===== src/rtl/pipeline_hazard_sequencer.sv =====
// Stall/flush/halt sequencer for the 5-stage pipeline: load-use stalls, branch flushes, memory holds, HALT drain.
// Optional performance counters are enabled with `define SEQ_PERF_CNT_EN.
module pipeline_hazard_sequencer #(
    parameter int REG_ADDR_W   = 5,
    parameter int DRAIN_CYCLES = 3,
    parameter int CNT_W        = 32
) (
    input  logic                  clk,
    input  logic                  reset,
    input  logic [REG_ADDR_W-1:0] id_rs1,
    input  logic [REG_ADDR_W-1:0] id_rs2,
    input  logic                  id_halt,
    input  logic                  ex_mem_read,
    input  logic [REG_ADDR_W-1:0] ex_rd,
    input  logic                  ex_branch_taken,
    input  logic                  mem_req,
    input  logic                  mem_ready,
    output logic                  pc_write,
    output logic                  ifid_write,
    output logic                  ifid_flush,
    output logic                  idex_flush,
    output logic                  pipe_hold,
`ifdef SEQ_PERF_CNT_EN
    output logic                  halted,
    output logic [CNT_W-1:0]      stall_cycles,
    output logic [CNT_W-1:0]      flush_count
`else
    output logic                  halted
`endif
);

    localparam int DW = (DRAIN_CYCLES < 2) ? 1 : $clog2(DRAIN_CYCLES + 1);

    typedef enum logic [1:0] {
        ST_RUN,
        ST_DRAIN,
        ST_HALTED
    } state_t;

    state_t          state;
    logic [DW-1:0]   drain_cnt;
    logic            mem_hold;
    logic            load_use;
    logic            branch_flush;
    logic            halt_accept;

    assign mem_hold = mem_req & ~mem_ready;
    assign load_use = ex_mem_read && (ex_rd != '0) &&
                      ((ex_rd == id_rs1) || (ex_rd == id_rs2));

    // Priority in RUN: memory hold > taken branch > load-use > halt.
    assign branch_flush = (state == ST_RUN) && !mem_hold && ex_branch_taken;
    assign halt_accept  = (state == ST_RUN) && !mem_hold && !ex_branch_taken &&
                          !load_use && id_halt;

    always_comb begin
        pc_write   = 1'b0;
        ifid_write = 1'b0;
        ifid_flush = 1'b0;
        idex_flush = 1'b0;
        pipe_hold  = 1'b0;
        halted     = 1'b0;
        if (reset) begin
            unique case (state)
                ST_RUN: begin
                    if (mem_hold) begin
                        pipe_hold = 1'b1;
                    end else if (ex_branch_taken) begin
                        pc_write   = 1'b1;
                        ifid_write = 1'b1;
                        ifid_flush = 1'b1;
                        idex_flush = 1'b1;
                    end else if (load_use || id_halt) begin
                        idex_flush = 1'b1;
                    end else begin
                        pc_write   = 1'b1;
                        ifid_write = 1'b1;
                    end
                end
                ST_DRAIN: begin
                    idex_flush = 1'b1;
                    pipe_hold  = mem_hold;
                end
                ST_HALTED: begin
                    pipe_hold = 1'b1;
                    halted    = 1'b1;
                end
                default: ;
            endcase
        end
    end

    always_ff @(posedge clk or negedge reset) begin
        if (!reset) begin
            state     <= ST_RUN;
            drain_cnt <= '0;
        end else begin
            unique case (state)
                ST_RUN: begin
                    if (halt_accept) begin
                        state     <= ST_DRAIN;
                        drain_cnt <= DW'(DRAIN_CYCLES);
                    end
                end
                ST_DRAIN: begin
                    if (!mem_hold) begin
                        drain_cnt <= drain_cnt - 1'b1;
                        if (drain_cnt == DW'(1))
                            state <= ST_HALTED;
                    end
                end
                ST_HALTED: state <= ST_HALTED;
                default:   state <= ST_RUN;
            endcase
        end
    end

`ifdef SEQ_PERF_CNT_EN
    always_ff @(posedge clk or negedge reset) begin
        if (!reset) begin
            stall_cycles <= '0;
            flush_count  <= '0;
        end else begin
            if ((state != ST_HALTED) && !pc_write && (stall_cycles != '1))
                stall_cycles <= stall_cycles + 1'b1;
            if (branch_flush && (flush_count != '1))
                flush_count <= flush_count + 1'b1;
        end
    end
`endif

endmodule


===== config.mk =====
export PLATFORM = sky130hd
export DESIGN_NAME = pipeline_hazard_sequencer
export DESIGN_NICKNAME = d
export VERILOG_FILES = /design/src/rtl/pipeline_hazard_sequencer.sv
export SDC_FILE = /design/constraint.sdc
export NUM_CORES = 1
export LEC_CHECK = 0
export BUFFER_PORTS_ARGS = -buffer_cell sky130_fd_sc_hd__buf_2
export CORE_AREA = 2 2 39 41
export DETAILED_ROUTE_END_ITERATION = 7
export DIE_AREA = 0 0 41 43
export GPL_TIMING_DRIVEN = 0
export HOLD_SLACK_MARGIN = 0.06
export PLACE_DENSITY = 0.72
export SLEW_MARGIN = 20
export SYNTH_ARGS = -nofsm -noshare
export SYNTH_HDL_FRONTEND = slang
export SYNTH_SLANG_ARGS = --single-unit

===== constraint.sdc =====
create_clock -name clk -period 2.28 [get_ports clk]
set_input_delay 0.456 -clock clk [delete_from_list [all_inputs] [get_ports clk]]
set_output_delay 0.456 -clock clk [all_outputs]
set_load 0.03 [all_outputs]

# After elaboration in Yosys (flattened, before gate mapping)
# Index checks and enable logic that the tools add are counted.
dict set report op_classes {
  muxes 26
  addsub 1
  bitwise 2
  reduce_logical 16
  n_eq_ne 8
}
# op n
set op_table {}
lappend op_table {{two-way mux 1 bit} 17}
lappend op_table {{== test 5 bit} 2}
lappend op_table {{two-way mux 2 bit} 5}
lappend op_table {{logical AND 1 bit} 6}
lappend op_table {{!= test 2 bit, second input constant} 3}
lappend op_table {{case mux 2 bit (3 select lines)} 1}
lappend op_table {{AND reduction 3 bit} 2}
lappend op_table {{nonzero test 5 bit} 1}
lappend op_table {{== test 2 x 1 -> 1 bit, second input constant} 2}
lappend op_table {{case mux 2 bit (2 select lines)} 1}
lappend op_table {{logical NOT 1 bit} 3}
lappend op_table {{case mux 1 bit (3 select lines)} 1}
lappend op_table {{== test 2 bit, second input constant} 1}
lappend op_table {{logical NOT 2 bit} 1}
lappend op_table {{logical OR 1 bit} 2}
lappend op_table {{case mux 1 bit (2 select lines)} 1}
lappend op_table {{nonzero test 2 bit} 1}
lappend op_table {{subtractor 2 x 1 -> 2 bit, second input constant} 1}
lappend op_table {{AND 1 bit} 1}
lappend op_table {{NOT 1 bit} 1}
dict set report word_totals {
  wordCells 55
  out_inout_bits 6
  in_bits 22
  regBits 4
}

# Depth between registers and ports, before layout
# Gate-level depths: netlist of run 1.
dict set report depth {
  depth_word 9
  mapped_depth 6
  mapped_depth_nobuf 6
}

# Worst setup path before layout of run 1
# No wires, ideal clock.
dict set report synth_timing {
  path_type {input -> output}
  start {input ex_rd[1]}
  end {output pc_write}
  stages 5
  t_arrival_ps 2018
  required_ps 1824
  setup_slack_ps -194
  cell_sequence {or4_4 o21ai_0 nor2_1 o21bai_1 buf_4}
}
dict set report synth_between {
  elab_chain_len 9
}
# item line_no
set synth_lines {}
lappend synth_lines {{start: declaration} 14} ;# input logic [REG_ADDR_W-1:0] ex_rd,
lappend synth_lines {{== test 5 bit or nonzero test 5 bit (tied branches)} {49, 48}}
lappend synth_lines {{logical OR 1 bit or logical AND 1 bit (tied branches)} {49, 48}}
lappend synth_lines {{logical AND 1 bit *} 48} ;# assign load_use = ex_mem_read && (ex_rd != '0) &&
lappend synth_lines {{logical OR 1 bit *} 73} ;# end else if (load_use || id_halt) begin
lappend synth_lines {{two-way mux 1 bit * (5 in series)} n/a}
lappend synth_lines {{end: declaration} 18} ;# output logic pc_write,
# Mark *: on every way between the ends. The rest lies on a longest branch, timed or not.

# Worst setup path after layout of run 1
dict set report layout_timing {
  start {input ex_rd[1]}
  end {output idex_flush}
}
dict set report layout_between {
  elab_chain_len 9
}
# item line_no
set layout_lines {}
lappend layout_lines {{== test 5 bit or nonzero test 5 bit (tied branches)} {49, 48}}
lappend layout_lines {{logical OR 1 bit or logical AND 1 bit (tied branches)} {49, 48}}
lappend layout_lines {{logical AND 1 bit *} 48}
lappend layout_lines {{logical OR 1 bit *} 73}
lappend layout_lines {{two-way mux 1 bit *} 73}
lappend layout_lines {{two-way mux 1 bit *} 68} ;# end else if (ex_branch_taken) begin
lappend layout_lines {{two-way mux 1 bit *} 66} ;# if (mem_hold) begin
lappend layout_lines {{case mux 1 bit (2 select lines) *} 64} ;# unique case (state)
lappend layout_lines {{two-way mux 1 bit *} 63} ;# if (reset) begin
lappend layout_lines {{end: declaration} 21} ;# output logic idex_flush,
# Marked as above.

==> impl_metrics.py, run 1 <==
metrics = {
    "timing": {
        "setup_tns_ps": 0,
        "timing.fmax_mhz": 447,
        "relSlewSlack_pct": 81.8,
        "slew_violations": 0,
        "finalHoldViolCount": 0,
        "min_period_ps": 2240,
        "clock_skew_ps": 1.49,
        "setup_viol": 0,
        "finalCritPeriodShare_pct": 98.0,
        "worstMarginPinSlew_ps": 273,
    },
    "critical_path": {
        "ff2ff_setup_slack_ps": 600,
        "crit_buf_inv": 2,
        "critPathMaxFanout": 3,
        "slowest_stage": "or4_4",
        "reg2regPathDepth": 6,
        "rr_endpoint": "state[1]",
        "cp_common_cell": "buf_6",
        "arrival_ps": 1780,
        "max_stage_delay_ps": 550,
        "start_kind": "input port",
        "worst_ep_required_time_ps": 1820,
        "cp_cell_sequence": "buf_6, or4_4, o21ai_2, nor2_2, o41a_1, buf_6",
        "cp-end-kind": "primary output",
        "crit_type": "in2out",
        "critPathTopFamily": "simple AND/OR/NAND/NOR gates",
        "r2r_start": "state[1]",
    },
    "logic_synthesis": {
        "netlist_area_sq_um": 528,
        "synth_seq_area_share_pct": 19.0,
        "ys_ff_latch": 4,
        "synth_cells": 60,
        "avgSynthCellArea_sq_um": 8.80,
        "synthesis.nets": 86,
        "yosysTopAreaCellShare_pct": 19.0,
        "synth_top_cell_by_area": "dfrtp_1",
        "synth.top_cells.by_area": "dfrtp_1 19%, xor2_1 17%, ha_1 9.5%, a2bb2oi_1 3.3%, nand4b_1 3.3%",
        "yosys_warnings": 0,
        "yosys.cell_types.count": 31,
    },
    "global_routing": {
        "grtUsageTotal_pct": 14.4,
        "antenna_found_initial": 0,
        "gr-usage-met3_pct": 6.28,
        "globalRoute.busiestLayer": "met2",
        "use_met2_pct": 24.4,
        "grt_pass1_vias": 493,
        "use_met1_pct": 14.4,
        "overflow": 0,
        "grt_pass1_wl_um": 1740,
        "grt_start_max_net_pins": 10,
    },
    "pwr": {
        "p_comb_share_pct": 67.2,
        "ir_drop_mv": 0.382,
        "internal-power_w": 0.000376,
        "power_density_nw_per_um2": 874,
        "power_frac_seq_pct": 18.8,
        "p_leak_nw": 0.392,
        "p_clk_share_pct": 14.0,
        "p_switching_w": 0.000289,
        "p_sw_share_pct": 43.5,
    },
    "floorplan": {
        "design.die.area_sq_um": 1760,
        "die_w_um": 41,
        "placementRows": 14,
        "core_sq_um": 1380,
        "ioPinCount": 28,
        "start_util_pct": 38.2,
        "fp.dieH_um": 43,
    },
    "flow_run": {
        "max_cap_violations": 0,
    },
    "clock_tree": {
        "cts_sinks": 4,
        "htreeDepth": 1,
        "cts_root_buf": "clkbuf_4",
        "cts.clk_slew.worst_paths_ps": 40,
        "cts.path.max_buffers": 2,
        "clk_latency_ps": 240,
        "cts_buffers": 3,
        "tritoncts": "built",
    },
    "final_layout": {
        "drive_gt1_share_pct": 47.3,
        "multiInputGateArea_sq_um": 405,
        "n_antenna_cell": 0,
        "finalNetCount": 121,
        "fillers": 126,
        "register_area_sq_um": 100,
        "areaGrowthSynthToFinish_pct": 44.3,
        "stdcell_count": 109,
    },
    "status": {
        "status": "finished, final reports clean",
    },
    "placement": {
        "io_buffers": 27,
        "dp.cells": 103,
        "gp_congestion": 0.695,
        "hpwlAfterDp_um": 870,
    },
    "hold_path": {
        "hold_depth": 2,
        "hold_path_class": "reg2reg",
        "min_from": "drain_cnt[1]",
        "min_delay_worst_endpoint": "drain_cnt[1]",
    },
    "routing": {
        "via_per_inst": 5.15,
        "dr_total_vias": 561,
        "drtAntennaViolNets": 0,
        "drt-pass1-iter-count": 4,
        "post-route-drc-count": 0,
        "wl_um": 1170,
        "drtIter0Drc": 7,
        "wire_per_inst_um": 10.7,
    },
}
-- stage by stage --
step	hold slack (ps)	instance area [sq um]	total power, W	setup WS (ps)	util (%)
after CTS	520	729	0.000648	3.21	52.7
after global routing	551	762	0.000723	-5.98	55.1
after global placement	293	687	0.000538	-57.9	49.6
final	516	762	0.000666	44.7	55.1
after floorplan	160	532	0.000449	23.4	-
after detailed placement	294	687	0.000545	-46.6	49.6
-- power groups by stage --
stage | Sequential [W] | Clock, W | Combinational (W)
after floorplan | 0.000124 | 0 | 0.000325
after CTS | 0.000131 | 0.0000945 | 0.000423
after global routing | 0.000128 | 0.0000993 | 0.000496
final | 0.000125 | 0.0000932 | 0.000448
after global placement | 0.000130 | 0 | 0.000408
after detailed placement | 0.000131 | 0 | 0.000413
-- cell usage in the layout, fill, tap and decap left out, types with 3 or more instances in the layout --
| cell type | Yosys | layout |
|---|---|---|
| a21oi_1 | 3 | 3 |
| buf_2 | 1 | 24 |
| buf_4 | 1 | 3 |
| buf_6 | 0 | 3 |
| clkbuf_4 | 0 | 4 |
| dfrtp_1 | 4 | 4 |
| ha_1 | 4 | 4 |
| inv_1 | 4 | 4 |
| nor2_1 | 4 | 3 |
| xor2_1 | 10 | 10 |
-- flip-flops by register name (all words and copies together) (netlist names) --
register,count
drain_cnt,2
state,2
-- final cells by class --
cell class,count,area share [%]
clock buffer,3,2.96
sequential,4,13.1
timing repair buffer,30,23.8
tap,16,2.63
inverter,4,1.97
buffer,3,2.30
multi-input combinational,49,53.2
-- repair_timing --
item                       in CTS  in global routing
hold endpoints to repair        4                  0
gates resized for setup         2                  8
pin swaps                       1                  0
setup endpoints to repair       2                  2
hold buffers                    1                  0
buffers inserted                1                  1
-- how the worst max path moves through the flow --
stage               slack [ps]         end  cells after the start      from
finish                      40  idex_flush                      6  ex_rd[1]
global route                -6  idex_flush                      6  ex_rd[1]
CTS                          3  idex_flush                      6  ex_rd[1]
detailed placement         -50  idex_flush                      6  ex_rd[1]
global placement           -60  idex_flush                      6  ex_rd[1]
floorplan                   20    pc_write                      5  ex_rd[1]
-- logic make-up after synthesis --
logic type	count (synthesis)	share of synthesized area [%]
multiplexers	3	6.87
XOR/XNOR	10	16.6
buffers and inverters	7	6.16
AO/OA/AOI/OAI	14	21.1
flip-flops	4	19.0
adder cells (fa/ha/maj)	4	9.48
AND/OR/NAND/NOR	18	20.9
-- synthesized netlist by cell type (all sizes together) --
cell,count
nor2,4
o21bai,1
and2,2
o22ai,1
buf,2
and4,1
nand4b,2
mux2,2
mux2i,1
nor2b,2
ha,4
a22oi,1
xor2,10
o21ai,2
nand2,1
nor3,2
inv,4
o211ai,2
nand4,1
o41a,1
a21oi,3
dfrtp,4
nand2b,2
clkbuf,1
a2bb2oi,2
or4,1
a21boi,1
-- per-layer routing --
| layer | vias up | share of wire [%] |
|---|---|---|
| li1 | 281 | - |
| met1 | 252 | 37 |
| met2 | 26 | 54 |
| met3 | 2 | 7.7 |
| met4 | 0 | 0.60 |
| met5 | - | 0 |
-- worst min-delay path, cell delays in order, from the launching register on --
cell and delay (ps):
dfrtp_1 350, inv_1 70, a2bb2oi_1 60
Power figures use the tool's default switching activity.
==> run 2, diff against run 1 <==
Settings changed: CORE_AREA 2 2 39 41 to unset, CORE_UTILIZATION set to 39, DIE_AREA 0 0 41 43 to unset, PLACE_DENSITY 0.72 to 0.74.
Clock period 2.28 ns to 1.8 ns, I/O delays scaled along.
==> impl_metrics.py, run 2 (synthesis gave the netlist of run 1 again) <==
metrics = {
    "critical_path": {
        "crit_type": "in2out",
        "arrival_ps": 1700,
        "crit_buf_inv": 2,
        "cp_cell_sequence": "buf_8, or4_4, o21ai_4, nor2_4, o41a_1, buf_6",
        "cp-end-kind": "primary output",
        "max_stage_delay_ps": 550,
        "slowest_stage": "or4_4",
        "critPathTopFamily": "simple AND/OR/NAND/NOR gates",
        "worst_ep_required_time_ps": 1440,
        "start_kind": "input port",
        "critPathMaxFanout": 3,
    },
    "status": {
        "violations": "setup timing",
        "status": "complete, but fails checks",
    },
    "routing": {
        "drtIter0Drc": 2,
        "wl_um": 1290,
        "drtAntennaViolNets": 0,
        "post-route-drc-count": 0,
        "via_per_inst": 5.10,
        "dr_total_vias": 576,
        "wire_per_inst_um": 11.4,
        "drt-pass1-iter-count": 2,
    },
    "timing": {
        "clock_skew_ps": 6.05,
        "rsz0062_at_grt": "true",
        "slew_violations": 0,
        "timing.hold.ws_ps": 532,
        "worstMarginPinSlew_ps": 264,
        "timing.fmax_mhz": 485,
        "setup_ws_ps": -260,
        "setup_viol": 3,
        "min_period_ps": 2060,
        "relSlewSlack_pct": 82.4,
        "setup_tns_ps": -494,
        "finalHoldViolCount": 0,
        "finalCritPeriodShare_pct": 114,
    },
    "clock_tree": {
        "htreeDepth": 1,
        "cts.clk_slew.worst_paths_ps": 30,
        "tritoncts": "built",
        "clk_latency_ps": 250,
        "cts.path.max_buffers": 2,
        "cts_root_buf": "clkbuf_4",
        "cts_sinks": 4,
        "cts_buffers": 3,
    },
    "pwr": {
        "p_sw_share_pct": 41.5,
        "power_w": 0.000968,
        "p_comb_share_pct": 71.6,
        "power_density_nw_per_um2": 1110,
        "internal-power_w": 0.000567,
        "p_switching_w": 0.000402,
        "power_frac_seq_pct": 16.2,
        "ir_drop_mv": 0.465,
        "p_leak_nw": 0.428,
        "p_clk_share_pct": 12.2,
    },
    "global_routing": {
        "grt_start_max_net_pins": 10,
        "antenna_found_initial": 0,
        "grtUsageTotal_pct": 19.8,
        "overflow": 0,
        "grt_pass1_vias": 513,
        "grt_pass1_wl_um": 2010,
    },
    "final_layout": {
        "final_common_cell": "buf_2",
        "n_antenna_cell": 0,
        "areaGrowthSynthToFinish_pct": 64.7,
        "drive_gt1_share_pct": 54.5,
        "top_regs": "drain_cnt: 2 flops, state: 2 flops",
        "final_cell_mix": "22 x buf_2, 10 x xor2_1, 9 x buf_4",
        "finalNetCount": 127,
        "fillers": 91,
        "fin_util_pct": 73.3,
    },
    "floorplan": {
        "ioPinCount": 28,
        "fp.dieH_um": 38.8,
        "die_w_um": 38.8,
        "start_util_pct": 44.5,
        "core_sq_um": 1190,
        "placementRows": 12,
        "design.die.area_sq_um": 1510,
    },
    "placement": {
        "hpwlAfterDp_um": 958,
        "io_buffers": 27,
        "gp_congestion": 0.743,
    },
    "hold_path": {
        "hold_path_class": "reg2reg",
    },
    "flow_run": {
        "max_cap_violations": 0,
    },
}
run 2: changes by cell type in the layout (fill, tap and decap cells not counted), sizes merged:
cell,delta
buf,+8
clkbuf,-2
run 2: path summary, 6_finish.rpt:
path	from	to	slack (ps)	depth (start not counted)
max reg2reg	state[0]	state[1]	140	6
min in group asynchronous	reset	state[0]	550	2
min	drain_cnt[1]	drain_cnt[1]	530	2
min reg2reg	drain_cnt[1]	drain_cnt[1]	530	2
max in group asynchronous	reset	drain_cnt[1]	1070	2
max	ex_rd[1]	idex_flush	-260	6
run 2: worst reg2reg max path: stages, from the launching register on:
cell	delay (ps)
dfrtp_1	380
buf_4	150
ha_1	260
a21boi_0	170
a21oi_1	200
o21ai_2	90
mux2_4	300
run 2: final cells by class:
cell class / instances / area (sq um) / area share (%)
well taps: 14 / 17.5 / 2.01
clock buffers: 3 / 22.5 / 2.59
flip-flops and latches: 4 / 100 / 11.5
multi-input cells: 49 / 440 / 50.6
inverters: 4 / 15.0 / 1.73
repair buffers: 36 / 243 / 27.9
plain buffers: 3 / 31.3 / 3.60
run 2: stage by stage:
| stage | cells | setup WS (ps) | instance area, sq um |
|---|---|---|---|
| final | 113 | -260 | 870 |
| after global routing | 113 | -293 | 870 |
| after CTS | 111 | -259 | 838 |
| after detailed placement | 101 | -302 | 699 |
| after global placement | 101 | -301 | 699 |
| after floorplan | 60 | -100 | 547 |
run 2: timing repair:
action,4_1_cts,5_1_grt
setup buffers,6,2
hold buffers,1,0
setup endpoints to repair,4,4
pin swaps,1,3
cloned,0,0
resized for setup,19,4
endpoints found under the hold margin,4,0
run 2: power by group through the flow:
stage	Combinational (W)	Clock [W]	Sequential, W
6_report	0.000693	0.000118	0.000157
4_1_cts	0.000648	0.000123	0.000158
3_5_place_dp	0.000535	0	0.000164
5_1_grt	0.000757	0.000129	0.000160
2_1_floorplan	0.000420	0	0.000157
3_3_place_gp	0.000528	0	0.000163
run 2: routing by layer:
metal	global-route usage, %	wire (um)
met1	21.0	523
met2	36.3	703
met3	6.94	48
met4	5.17	15
met5	0	0
==> run 3, diff against run 2 <==
Settings changed: CORE_UTILIZATION 39 to 35, PLACE_DENSITY 0.74 to 0.67.
==> impl_metrics.py, run 3 (synthesis gave the netlist of run 1 again) <==
metrics = {
    "critical_path": {
        "rr_endpoint": "state[1]",
        "r2r_start": "state[0]",
        "crit_type": "in2out",
        "worst_ep_required_time_ps": 1440,
        "start_kind": "input port",
        "ff2ff_setup_slack_ps": 110,
        "critPathMaxFanout": 3,
        "reg2regPathDepth": 6,
        "cp-end-kind": "primary output",
        "arrival_ps": 1720,
    },
    "routing": {
        "dr_total_vias": 550,
        "wl_met3_um": 30,
        "drtAntennaViolNets": 0,
        "drt-met1-wl_um": 598,
        "drt-pass1-iter-count": 4,
        "top_layer": "met3",
        "wl_met2_um": 635,
        "wire_per_inst_um": 11.5,
        "via_per_inst": 5.00,
        "post-route-drc-count": 0,
        "wl_um": 1260,
        "drtIter0Drc": 12,
    },
    "clock_tree": {
        "tritoncts": "built",
        "htreeDepth": 1,
        "cts.path.max_buffers": 2,
        "cts_buffers": 3,
        "cts_sinks": 4,
        "clk_latency_ps": 230,
        "cts.clk_slew.worst_paths_ps": 30,
        "cts_root_buf": "clkbuf_4",
    },
    "placement": {
        "gp_congestion": 0.777,
        "dp.cells": 102,
        "dp_slack_ps": -299,
        "hpwlAfterDp_um": 1000,
        "io_buffers": 27,
    },
    "global_routing": {
        "grt_start_max_net_pins": 10,
        "antenna_found_initial": 0,
        "overflow": 0,
        "grt_pass1_vias": 522,
        "grtUsageTotal_pct": 18.3,
        "grt_pass1_wl_um": 2050,
    },
    "final_layout": {
        "fillers": 114,
        "final_common_cell": "buf_2",
        "drive_gt1_share_pct": 52.6,
        "top_regs": "drain_cnt: 2 flops, state: 2 flops",
        "n_antenna_cell": 0,
        "areaGrowthSynthToFinish_pct": 55.7,
        "fin_util_pct": 60.9,
        "final_cell_mix": "22 x buf_2, 10 x xor2_1, 6 x buf_4",
        "finalNetCount": 123,
        "stdcell_count": 110,
    },
    "timing": {
        "min_period_ps": 2080,
        "finalHoldViolCount": 0,
        "worstMarginPinSlew_ps": 328,
        "relSlewSlack_pct": 78.1,
        "rsz0062_at_grt": "true",
        "setup_viol": 3,
        "finalCritPeriodShare_pct": 115,
        "setup_tns_ps": -532,
        "slew_violations": 0,
        "setup_ws_ps": -278,
        "timing.fmax_mhz": 481,
        "clock_skew_ps": 1.72,
    },
    "pwr": {
        "power_density_nw_per_um2": 1080,
        "ir_drop_mv": 0.696,
        "p_leak_nw": 0.404,
        "power_w": 0.000891,
    },
    "floorplan": {
        "die_w_um": 40.8,
        "ioPinCount": 28,
        "fp.dieH_um": 40.8,
        "placementRows": 13,
        "start_util_pct": 39.1,
        "core_sq_um": 1350,
        "design.die.area_sq_um": 1670,
    },
    "hold_path": {
        "hold_path_class": "reg2reg",
        "min_from": "drain_cnt[1]",
        "min_delay_worst_endpoint": "drain_cnt[1]",
        "hold_depth": 2,
    },
    "status": {
        "violations": "setup timing",
        "status": "complete, but fails checks",
    },
    "flow_run": {
        "max_cap_violations": 0,
    },
}
## run 3: cell types whose count changed in the layout (fill, tap and decap cells not counted)
| cell | previous run | this run |
|---|---|---|
| buf_8 | 2 | 1 |
| and4_2 | 0 | 1 |
| ha_4 | 1 | 0 |
| and4_4 | 1 | 0 |
| buf_4 | 9 | 6 |
| ha_2 | 0 | 1 |
## run 3: where the power goes
group	internal, W	switching [W]
logic	0.000311	0.000317
registers	0.000133	0.0000248
clock network	0.0000741	0.0000303
## run 3: how the worst max path moves through the flow
stage | from | slack, ps | end | depth (start not counted)
floorplan | ex_rd[1] | -100 | idex_flush | 4
global placement | ex_rd[1] | -300 | idex_flush | 6
detailed placement | ex_rd[1] | -300 | idex_flush | 6
CTS | ex_rd[1] | -260 | idex_flush | 6
global route | ex_rd[1] | -290 | idex_flush | 6
finish | ex_rd[1] | -280 | idex_flush | 6
## run 3: per-layer routing
layer  up-vias  track usage [%]
li1        285                -
met1       252             22.9
met2        13             30.9
met3         0             1.63
met4         0             9.17
met5         -                0
## run 3: cell type report
class | instances | area [sq um] | area share [%]
multi-input cells | 49 | 429 | 52.2
repair buffers | 33 | 220 | 26.8
flip-flops and latches | 4 | 100 | 12.2
clock buffers | 3 | 22.5 | 2.74
well taps | 15 | 18.8 | 2.28
plain buffers | 2 | 16.3 | 1.98
inverters | 4 | 15.0 | 1.83
## run 3: stage by stage
step | cell area, sq um | hold slack (ps)
floorplan | 547 | 64.4
global placement | 701 | 197
detailed placement | 701 | 196
CTS | 833 | 518
global route | 822 | 527
finish | 822 | 521
## run 3: worst max-delay path, stage by stage
cell     delay, ps
buf_8          100
or4_4          550
o21ai_4        160
nor2_4          70
o41a_1         330
buf_6          150
## run 3: what timing repair did
item | 4_1_cts | 5_1_grt
pin swaps | 1 | 2
hold endpoints to repair | 4 | 0
setup buffers | 5 | 0
setup endpoints to repair | 4 | 4
hold buffers | 1 | 0
gates resized for setup | 17 | 3
